===== config.mk =====
export PLATFORM = sky130hd
export DESIGN_NAME = operand_fetch
export DESIGN_NICKNAME = d
export VERILOG_FILES = /design/src/rtl/operand_fetch.sv
export SDC_FILE = /design/constraint.sdc
export NUM_CORES = 1
export LEC_CHECK = 0
export CAP_MARGIN = 20
export CELL_PAD_IN_SITES_DETAIL_PLACEMENT = 0
export CELL_PAD_IN_SITES_GLOBAL_PLACEMENT = 1
export CORE_UTILIZATION = 39
export DETAILED_ROUTE_END_ITERATION = 12
export PLACE_DENSITY_LB_ADDON = 0.1
export REMOVE_ABC_BUFFERS = 1
export SLEW_MARGIN = 25
export SYNTH_ARGS = -nofsm -noshare
export SYNTH_HDL_FRONTEND = slang
export SYNTH_SLANG_ARGS = --single-unit

===== constraint.sdc =====
create_clock -name clk -period 3.2 [get_ports clk]
set_input_delay 0.64 -clock clk [delete_from_list [all_inputs] [get_ports clk]]
set_output_delay 0.64 -clock clk [all_outputs]
set_load 0.05 [all_outputs]

===== src/rtl/operand_fetch.sv =====
// Operand fetch stage of the 8051-style core: resolves operands A and B from
// ACC, registers, direct/indirect RAM, immediates or bit addresses for the ALU.
module operand_fetch #(
  parameter logic [7:0] BIT_BASE = 8'h20
) (
  input  logic       clk,
  input  logic       rst_n,
  input  logic       in_valid,
  output logic       in_ready,
  input  logic [7:0] instruction,
  input  logic [7:0] op1,
  input  logic [7:0] op2,
  input  logic [2:0] a_src,
  input  logic [2:0] b_src,
  input  logic [3:0] alu_op_in,
  input  logic       bit_en_in,
  input  logic [7:0] acc,
  input  logic [7:0] psw_in,
  output logic       ram_rd_en,
  output logic [7:0] ram_addr,
  input  logic [7:0] ram_rdata,
  output logic       out_valid,
  input  logic       out_ready,
  output logic [7:0] a_data,
  output logic [7:0] b_data,
  output logic [2:0] a_bit_location,
  output logic [2:0] b_bit_location,
  output logic       bit_en,
  output logic [3:0] alu_op,
  output logic [7:0] instruction_out,
  output logic [2:0] fsm_state
);

  // Handshakes: a transfer happens on a rising edge where valid && ready; the
  // sender holds valid and its payload stable until that edge.
  typedef enum logic [2:0] {
    IDLE, A_ISSUE, A_CAP, A_PTR, B_ISSUE, B_CAP, B_PTR, OUT
  } state_t;

  state_t     state, nxt;
  logic [7:0] op1_q, op2_q, ptr_q;
  logic [2:0] a_src_q, b_src_q;
  logic [1:0] rs_q;
  logic       ptr_ph;

  function automatic logic needs_ram(input logic [2:0] s);
    return (s == 3'd1) || (s == 3'd2) || (s == 3'd3) || (s == 3'd4) || (s == 3'd7);
  endfunction

  function automatic logic [7:0] bit_byte(input logic [7:0] b);
    if (!b[7]) return BIT_BASE + {4'b0000, b[6:3]};
    else       return {b[7:3], 3'b000};
  endfunction

  function automatic logic [7:0] src_addr(input logic [2:0] s, input logic [7:0] bit_op,
                                          input logic [2:0] instr_lo, input logic [1:0] rs,
                                          input logic [7:0] o1, input logic [7:0] o2);
    case (s)
      3'd1:    return {3'b000, rs, instr_lo};
      3'd2:    return o1;
      3'd3:    return o2;
      3'd4:    return {3'b000, rs, 2'b00, instr_lo[0]};
      3'd7:    return bit_byte(bit_op);
      default: return 8'h00;
    endcase
  endfunction

  function automatic logic [7:0] imm_val(input logic [2:0] s, input logic [7:0] a,
                                         input logic [7:0] o1, input logic [7:0] o2);
    case (s)
      3'd0:    return a;
      3'd5:    return o1;
      3'd6:    return o2;
      default: return 8'h00;
    endcase
  endfunction

  function automatic logic [2:0] bit_loc(input logic [2:0] s, input logic [2:0] b_lo);
    return (s == 3'd7) ? b_lo : 3'd0;
  endfunction

  always_ff @(posedge clk) begin
    if (!rst_n) begin
      state           <= IDLE;
      op1_q           <= '0;
      op2_q           <= '0;
      ptr_q           <= '0;
      a_src_q         <= '0;
      b_src_q         <= '0;
      rs_q            <= '0;
      ptr_ph          <= 1'b0;
      a_data          <= '0;
      b_data          <= '0;
      a_bit_location  <= '0;
      b_bit_location  <= '0;
      bit_en          <= 1'b0;
      alu_op          <= '0;
      instruction_out <= '0;
    end else begin
      state <= nxt;
      case (state)
        IDLE: if (in_valid) begin
          op1_q           <= op1;
          op2_q           <= op2;
          a_src_q         <= a_src;
          b_src_q         <= b_src;
          rs_q            <= psw_in[4:3];
          ptr_ph          <= 1'b0;
          // Register-free sources are resolved here; RAM sources overwrite later.
          a_data          <= imm_val(a_src, acc, op1, op2);
          b_data          <= imm_val(b_src, acc, op1, op2);
          a_bit_location  <= bit_loc(a_src, op1[2:0]);
          b_bit_location  <= bit_loc(b_src, op2[2:0]);
          bit_en          <= bit_en_in;
          alu_op          <= alu_op_in;
          instruction_out <= instruction;
        end
        A_CAP: begin
          if (a_src_q == 3'd4 && !ptr_ph) begin
            ptr_q  <= ram_rdata;
            ptr_ph <= 1'b1;
          end else begin
            a_data <= ram_rdata;
            ptr_ph <= 1'b0;
          end
        end
        B_CAP: begin
          if (b_src_q == 3'd4 && !ptr_ph) begin
            ptr_q  <= ram_rdata;
            ptr_ph <= 1'b1;
          end else begin
            b_data <= ram_rdata;
            ptr_ph <= 1'b0;
          end
        end
        default: ;
      endcase
    end
  end

  always_comb begin
    nxt       = state;
    ram_rd_en = 1'b0;
    ram_addr  = 8'h00;
    case (state)
      IDLE: if (in_valid) begin
        if (needs_ram(a_src))      nxt = A_ISSUE;
        else if (needs_ram(b_src)) nxt = B_ISSUE;
        else                       nxt = OUT;
      end
      A_ISSUE: begin
        ram_rd_en = 1'b1;
        ram_addr  = src_addr(a_src_q, op1_q, instruction_out[2:0], rs_q, op1_q, op2_q);
        nxt       = A_CAP;
      end
      A_CAP: begin
        if (a_src_q == 3'd4 && !ptr_ph) nxt = A_PTR;
        else if (needs_ram(b_src_q))    nxt = B_ISSUE;
        else                            nxt = OUT;
      end
      A_PTR: begin
        ram_rd_en = 1'b1;
        ram_addr  = ptr_q;
        nxt       = A_CAP;
      end
      B_ISSUE: begin
        ram_rd_en = 1'b1;
        ram_addr  = src_addr(b_src_q, op2_q, instruction_out[2:0], rs_q, op1_q, op2_q);
        nxt       = B_CAP;
      end
      B_CAP: begin
        if (b_src_q == 3'd4 && !ptr_ph) nxt = B_PTR;
        else                            nxt = OUT;
      end
      B_PTR: begin
        ram_rd_en = 1'b1;
        ram_addr  = ptr_q;
        nxt       = B_CAP;
      end
      OUT: if (out_ready) nxt = IDLE;
      default: nxt = IDLE;
    endcase
  end

  assign in_ready  = (state == IDLE);
  assign out_valid = (state == OUT);
  assign fsm_state = state;

endmodule

== Yosys cells after proc, flatten, opt, wreduce, memory -nomap -nowiden ==
Index checks and enable logic that the tools add are counted.

* Flip-flop bits (word level): 71
* Output and inout port bits: 49
* Word-level logic and storage cells: 117

* $add $sub $neg: 2
* Eq/ne operators: 37
* Muxes and demuxes: 31
* Reduce and logical (&&, ||, !) cells: 32

{| class="wikitable"
|+ Operators by type and width
! cell !! count
|-
| $pmux 8 s5 || 2
|-
| $pmux 8 s3 || 3
|-
| $mux 8 || 8
|-
| $eq 3x3->1 const B || 16
|-
| $pmux 8 s2 || 3
|-
| $eq 3x2->1 const B || 10
|-
| $mux 3 || 6
|-
| $pmux 3 s6 || 1
|-
| $eq 3x1->1 const B || 5
|-
| $add 6x4->7 const A || 2
|-
| $logic_or 1x1->1 || 12
|-
| $ne 2x2->1 const B || 5
|-
| $logic_not 3->1 || 3
|-
| $reduce_and 3->1 || 3
|-
| $reduce_and 2->1 || 3
|-
| $reduce_bool 2->1 || 3
|-
| $reduce_or 2->1 || 3
|-
| $mux 1 || 5
|-
| $mux 2 || 2
|-
| $reduce_or 4->1 || 1
|-
| $pmux 1 s3 || 1
|-
| $reduce_bool 3->1 || 1
|-
| $logic_and 1x1->1 || 2
|-
| $ne 2x1->1 const B || 1
|-
| $logic_not 1->1 || 1
|}

== Longest topological paths before layout ==
* Depth after elaboration: 9
* Mapped depth: 8
* Mapped depth without buffers: 6

== Worst setup path after synthesis ==
OpenSTA, ideal clock, no wires.

* Kind: register to output
* Start point: reg state[0], in the netlist fsm_state[0]
* End point: out ram_addr[4]
* Data arrival time: 2.698 ns
* Slack: -0.138 ns
* Stages on the path, launching flop included: 8
* Path through: dfxtp_1 -> buf_4 -> inv_1 -> ha_1 -> inv_1 -> nor3b_1 -> nand2_1 -> o211ai_1

* Longest elaborated chain between the ends: 3
* Elaborated cells on any way between the ends: 6
* Classes of those cells: 4 x eq/ne; 1 x mux; 1 x reduce/logical

{| class="wikitable"
|+ RTL lines
! item !! RTL line !! source
|-
| start: declaration || 40 || <nowiki>state_t state, nxt;</nowiki>
|-
| start signal: assignment || 100 || <nowiki>state <= nxt;</nowiki>
|-
| $eq 3x3->1 or $eq 3x2->1 (tied branches) || 145 || <nowiki>case (state)</nowiki>
|-
| $reduce_or 2->1 (no source line) || -- ||
|-
| $pmux 8 s3 (*) || 145 ||
|-
| end: declaration || 20 || <nowiki>output logic [7:0] ram_addr,</nowiki>
|}

Every way passes the cells marked *; elsewhere a longest branch is shown, timed or not.

== Worst setup path in the final report ==
* Start point: reg b_src_q[1]
* End point: out ram_addr[2]

* Longest elaborated chain between the ends: 3
* Elaborated cells on any way between the ends: 7
* Classes of those cells: 5 x eq/ne; 2 x mux

{| class="wikitable"
|+ RTL lines
! item !! RTL line !! source
|-
| start: declaration || 42 || <nowiki>logic [2:0] a_src_q, b_src_q;</nowiki>
|-
| start signal: assignment || 106 || <nowiki>b_src_q <= b_src;</nowiki>
|-
| $eq 3x3->1 (tied with other cells) || 58 || <nowiki>case (s)</nowiki>
|-
| $pmux 8 s5 (*) || 58 ||
|-
| $pmux 8 s3 (*) || 145 ||
|}

Marks and branches as above.

==> results.md <==
- Worst setup path category: register to output port
- Crit path largest cell delay: between 0.7 and 0.8 ns
- Clk Latency, worst-skew pair: around 0.35 ns
- Total iterations of the first detailed-routing run: 4
- Max Cap Violations: 0
- Yosys warnings: 0
- Fraction of final layout cells with drive strength greater than 1: under 10%
- Hold Path End: alu_op[2]$_SDFFE_PN0P_
- Fraction of power consumed by the clock network: between 15 and 20%
- Commonest non-fill, non-tap cell in the layout: sky130_fd_sc_hd__nand2_1
- IO Pins: 112
- Die Width: about 110 um
- Worst Path Arrival: ~2.4 ns
- RSZ-0062 raised after global routing: false
- Sequential Power Share: about 30%
- Vias per inst: 5.52
- Number of antenna violations at the first check in global routing: 0
- Starting Density: about two fifths
- Skew final: ~0.0074 ns
- Residual DRC count: 0
- Distinct cell type count after synthesis: 60
- GR Layer Usage met3: approximately 4.0%
- Highest-utilization routing layer at the global route stage: met2
- Count of buffers added by post-CTS timing repair for setup: 0
- Number of cells in the design after placement: about 770
- Hold Buf Count CTS: 0
- Relative slew slack: between 50% and 60%
- Total number of placement rows: 38
- Mean instance size in the synthesized netlist: a little under 8 sq um
- Cells resized by post-CTS repair: 0
- Total of flip-flops plus latches after synthesis: 71
- Post-route antenna net violation count: 0
- Via count of the first global-routing pass: 4387
- Met1 usage: 31.8%
- Critical Path Source Type: register
- Floorplan Core Area: 10900 sq um
- Met2 Resource Use GR: a little over two fifths
- First-pass GRT wire length: roughly 23 mm
- Vias: around 4400
- Final core utilization: about 53%
- Depth of the most critical reg-to-reg path: 5
- Antenna diodes: 0
- Largest net degree at the start of global routing: 39
- Number of synthesized flops with an enable pin: 0
- CTS tree: done
- Most frequent cells in the layout: 110 x sky130_fd_sc_hd__nand2_1, 96 x sky130_fd_sc_hd__clkdlybuf4s50_1, 71 x sky130_fd_sc_hd__dfxtp_1
- TritonCTS sink count: 71
- Internal power contribution: around 2.3 mW
- Async set-or-reset flop fraction in the synthesized netlist: 0%
- # H-tree levels: 3
- Worst min-delay path category: register to register
- Slowest library cell on the worst path: sky130_fd_sc_hd__dfxtp_1
- Area fraction of the dominant cell type after synthesis: roughly a third
- Switching part of the total power: 47.1%
- GRT Resource Usage Total: 25.2%
- Critical Path, Cell by Cell: mux2_2 -> a221oi_1 -> a211oi_1 -> a221o_1 -> buf_12
- Power per unit of standard cell area: around 760 nW/um^2
- Total of endpoints with negative setup slack in the final report: 0
- Starting DRT DRC Count: between 200 and 300
- Leakage power summed over all cells: just over 2 nW
- Wirelength, routed: about 14 mm
- Max Clock Freq: about 330 MHz
- WP data required: 2.56 ns
- Final worst-path cycle share: 95.8%
- Shortest period the worst path allows: a little over 3 ns
- Largest area contributor in the synthesized netlist: sky130_fd_sc_hd__dfxtp_1
- Floorplan die area: 11700 sq um
- Sort of element at the end of the critical path: output port
- Worst voltage drop across the vdd grid: between 0.5 and 0.6 mV
- Cell count after synthesis: ~550
- Endpoint of the most critical register-to-register path: ptr_q[1]$_SDFFE_PN0P_
- R2R Setup Slk: 0.98 ns
- Clock slew at the register clock pins of the worst setup and hold paths: about 0.080 ns
- Maximum clock insertion buffer count: 2
- Max FO, Critical Path: 16
- Top area cells in the synthesized netlist: sky130_fd_sc_hd__dfxtp_1 32%, sky130_fd_sc_hd__nand2_1 9.4%, sky130_fd_sc_hd__o21ai_0 4.8%
- Result of the run: complete, no violations
- DP HPWL: between 10 and 15 mm
- Sequential-to-total area share from yosys stat: around 32%
- Combinational share of power: between 50% and 60%
- Reg2reg start: b_src_q[2]$_SDFFE_PN0P_
- Wire per inst: roughly 18 um
- Post-synth top flop: sky130_fd_sc_hd__dfxtp_1
- Post-layout nets: between 700 and 800
- Hold path start: alu_op[2]$_SDFFE_PN0P_
- Global placement routability congestion: 0.849
- Port Buffers: ~110
- Area added between synthesis and finish: 32.0%
- Post-Layout Cell Count: ~790
- Overall overflow remaining after global route: 0
- Worst-Margin Slew: slightly above 0.7 ns
- Setup TNS: 0 ns
- Final Hold Vio Count: 0
- Max-slew violation count: 0
- Clk Tree Root Cell: sky130_fd_sc_hd__clkbuf_8
- Number of buffers inserted during clock tree synthesis: 9
- Floorplan die height: between 100 and 150 um
- Cell depth of the worst hold path: 2
- Switching pwr: roughly 2.1 mW
- Cell area after synthesis: 4390 sq um
cell usage after synthesis, types with 17 or more instances:
| cell type | instances |
|---|---|
| sky130_fd_sc_hd__mux2i_1 | 17 |
| sky130_fd_sc_hd__dfxtp_1 | 71 |
| sky130_fd_sc_hd__nand3b_1 | 18 |
| sky130_fd_sc_hd__nor2b_1 | 19 |
| sky130_fd_sc_hd__a21boi_1 | 25 |
| sky130_fd_sc_hd__nand2_1 | 110 |
| sky130_fd_sc_hd__and3b_1 | 19 |
| sky130_fd_sc_hd__o21ai_0 | 42 |
| sky130_fd_sc_hd__a21oi_1 | 24 |
| sky130_fd_sc_hd__clkbuf_1 | 27 |
metal layers:
layer / up-vias / share of wire, %
met5: - / 0
met4: 0 / 3.9
met3: 32 / 5.9
met2: 143 / 46
met1: 2033 / 44
li1: 2144 / -
worst max-delay path: cells and delay by family (launching register included):
family,cells,cell delay [ns]
buffers and inverters,1,0.16
AOI/OAI and AO/OA,3,0.74
DFF,1,0.77
muxes,1,0.41
how the worst max path moves through the flow:
stage                                          from           to  cells after the start
after floorplan           fsm_state[0]$_SDFFE_PN0P_  ram_addr[4]                      6
after global placement      b_src_q[1]$_SDFFE_PN0P_  ram_addr[2]                      5
after detailed placement    b_src_q[1]$_SDFFE_PN0P_  ram_addr[2]                      5
after CTS                   b_src_q[1]$_SDFFE_PN0P_  ram_addr[2]                      5
after global routing        b_src_q[1]$_SDFFE_PN0P_  ram_addr[2]                      5
final                       b_src_q[1]$_SDFFE_PN0P_  ram_addr[2]                      5
metrics by stage:
stage	instance area, sq um	power (mW)	setup slack [ns]	hold slack (ns)
floorplan	4180	2.84	-0.147	0.441
detailed placement	5590	3.70	0.511	0.449
global route	5790	4.73	0.000942	0.489
global placement	5590	3.66	0.522	0.440
CTS	5790	4.46	0.119	0.459
finish	5790	4.43	0.135	0.456
kinds of logic after synthesis:
kind of cell    count (synthesis)  synth area share (%)
xor+xnor                        5                 0.998
simple gates                  223                  27.3
flops                          71                  32.4
compound gates                171                  27.1
buf+inv                        58                  5.93
fa+ha+maj                       3                 0.856
mux                            23                  5.42
power by group through the flow:
stage	sequential, mW	clock, mW	combinational (mW)
2_1_floorplan	1.83	0	1.01
5_1_grt	1.38	0.813	2.53
4_1_cts	1.34	0.777	2.34
6_report	1.35	0.754	2.33
3_3_place_gp	1.36	0	2.31
3_5_place_dp	1.36	0	2.33
registers in the layout (all words and copies together), names as in the netlist, 4 cells and up:
signal / flops
alu_op: 4
op1_q: 8
op2_q: 8
a_data: 8
ptr_q: 8
instruction_out: 8
b_data: 8
layout make-up:
class | instances | area [sq um]
Sequential cell | 71 | 1420
Clock inverter | 6 | 67.6
Tap cell | 140 | 175
Multi-Input combinational cell | 425 | 2710
Inverter | 13 | 48.8
Clock buffer | 10 | 138
Timing Repair Buffer | 123 | 1240
Fill cell | 1074 | 5090
Power figures use the tool's default switching activity.
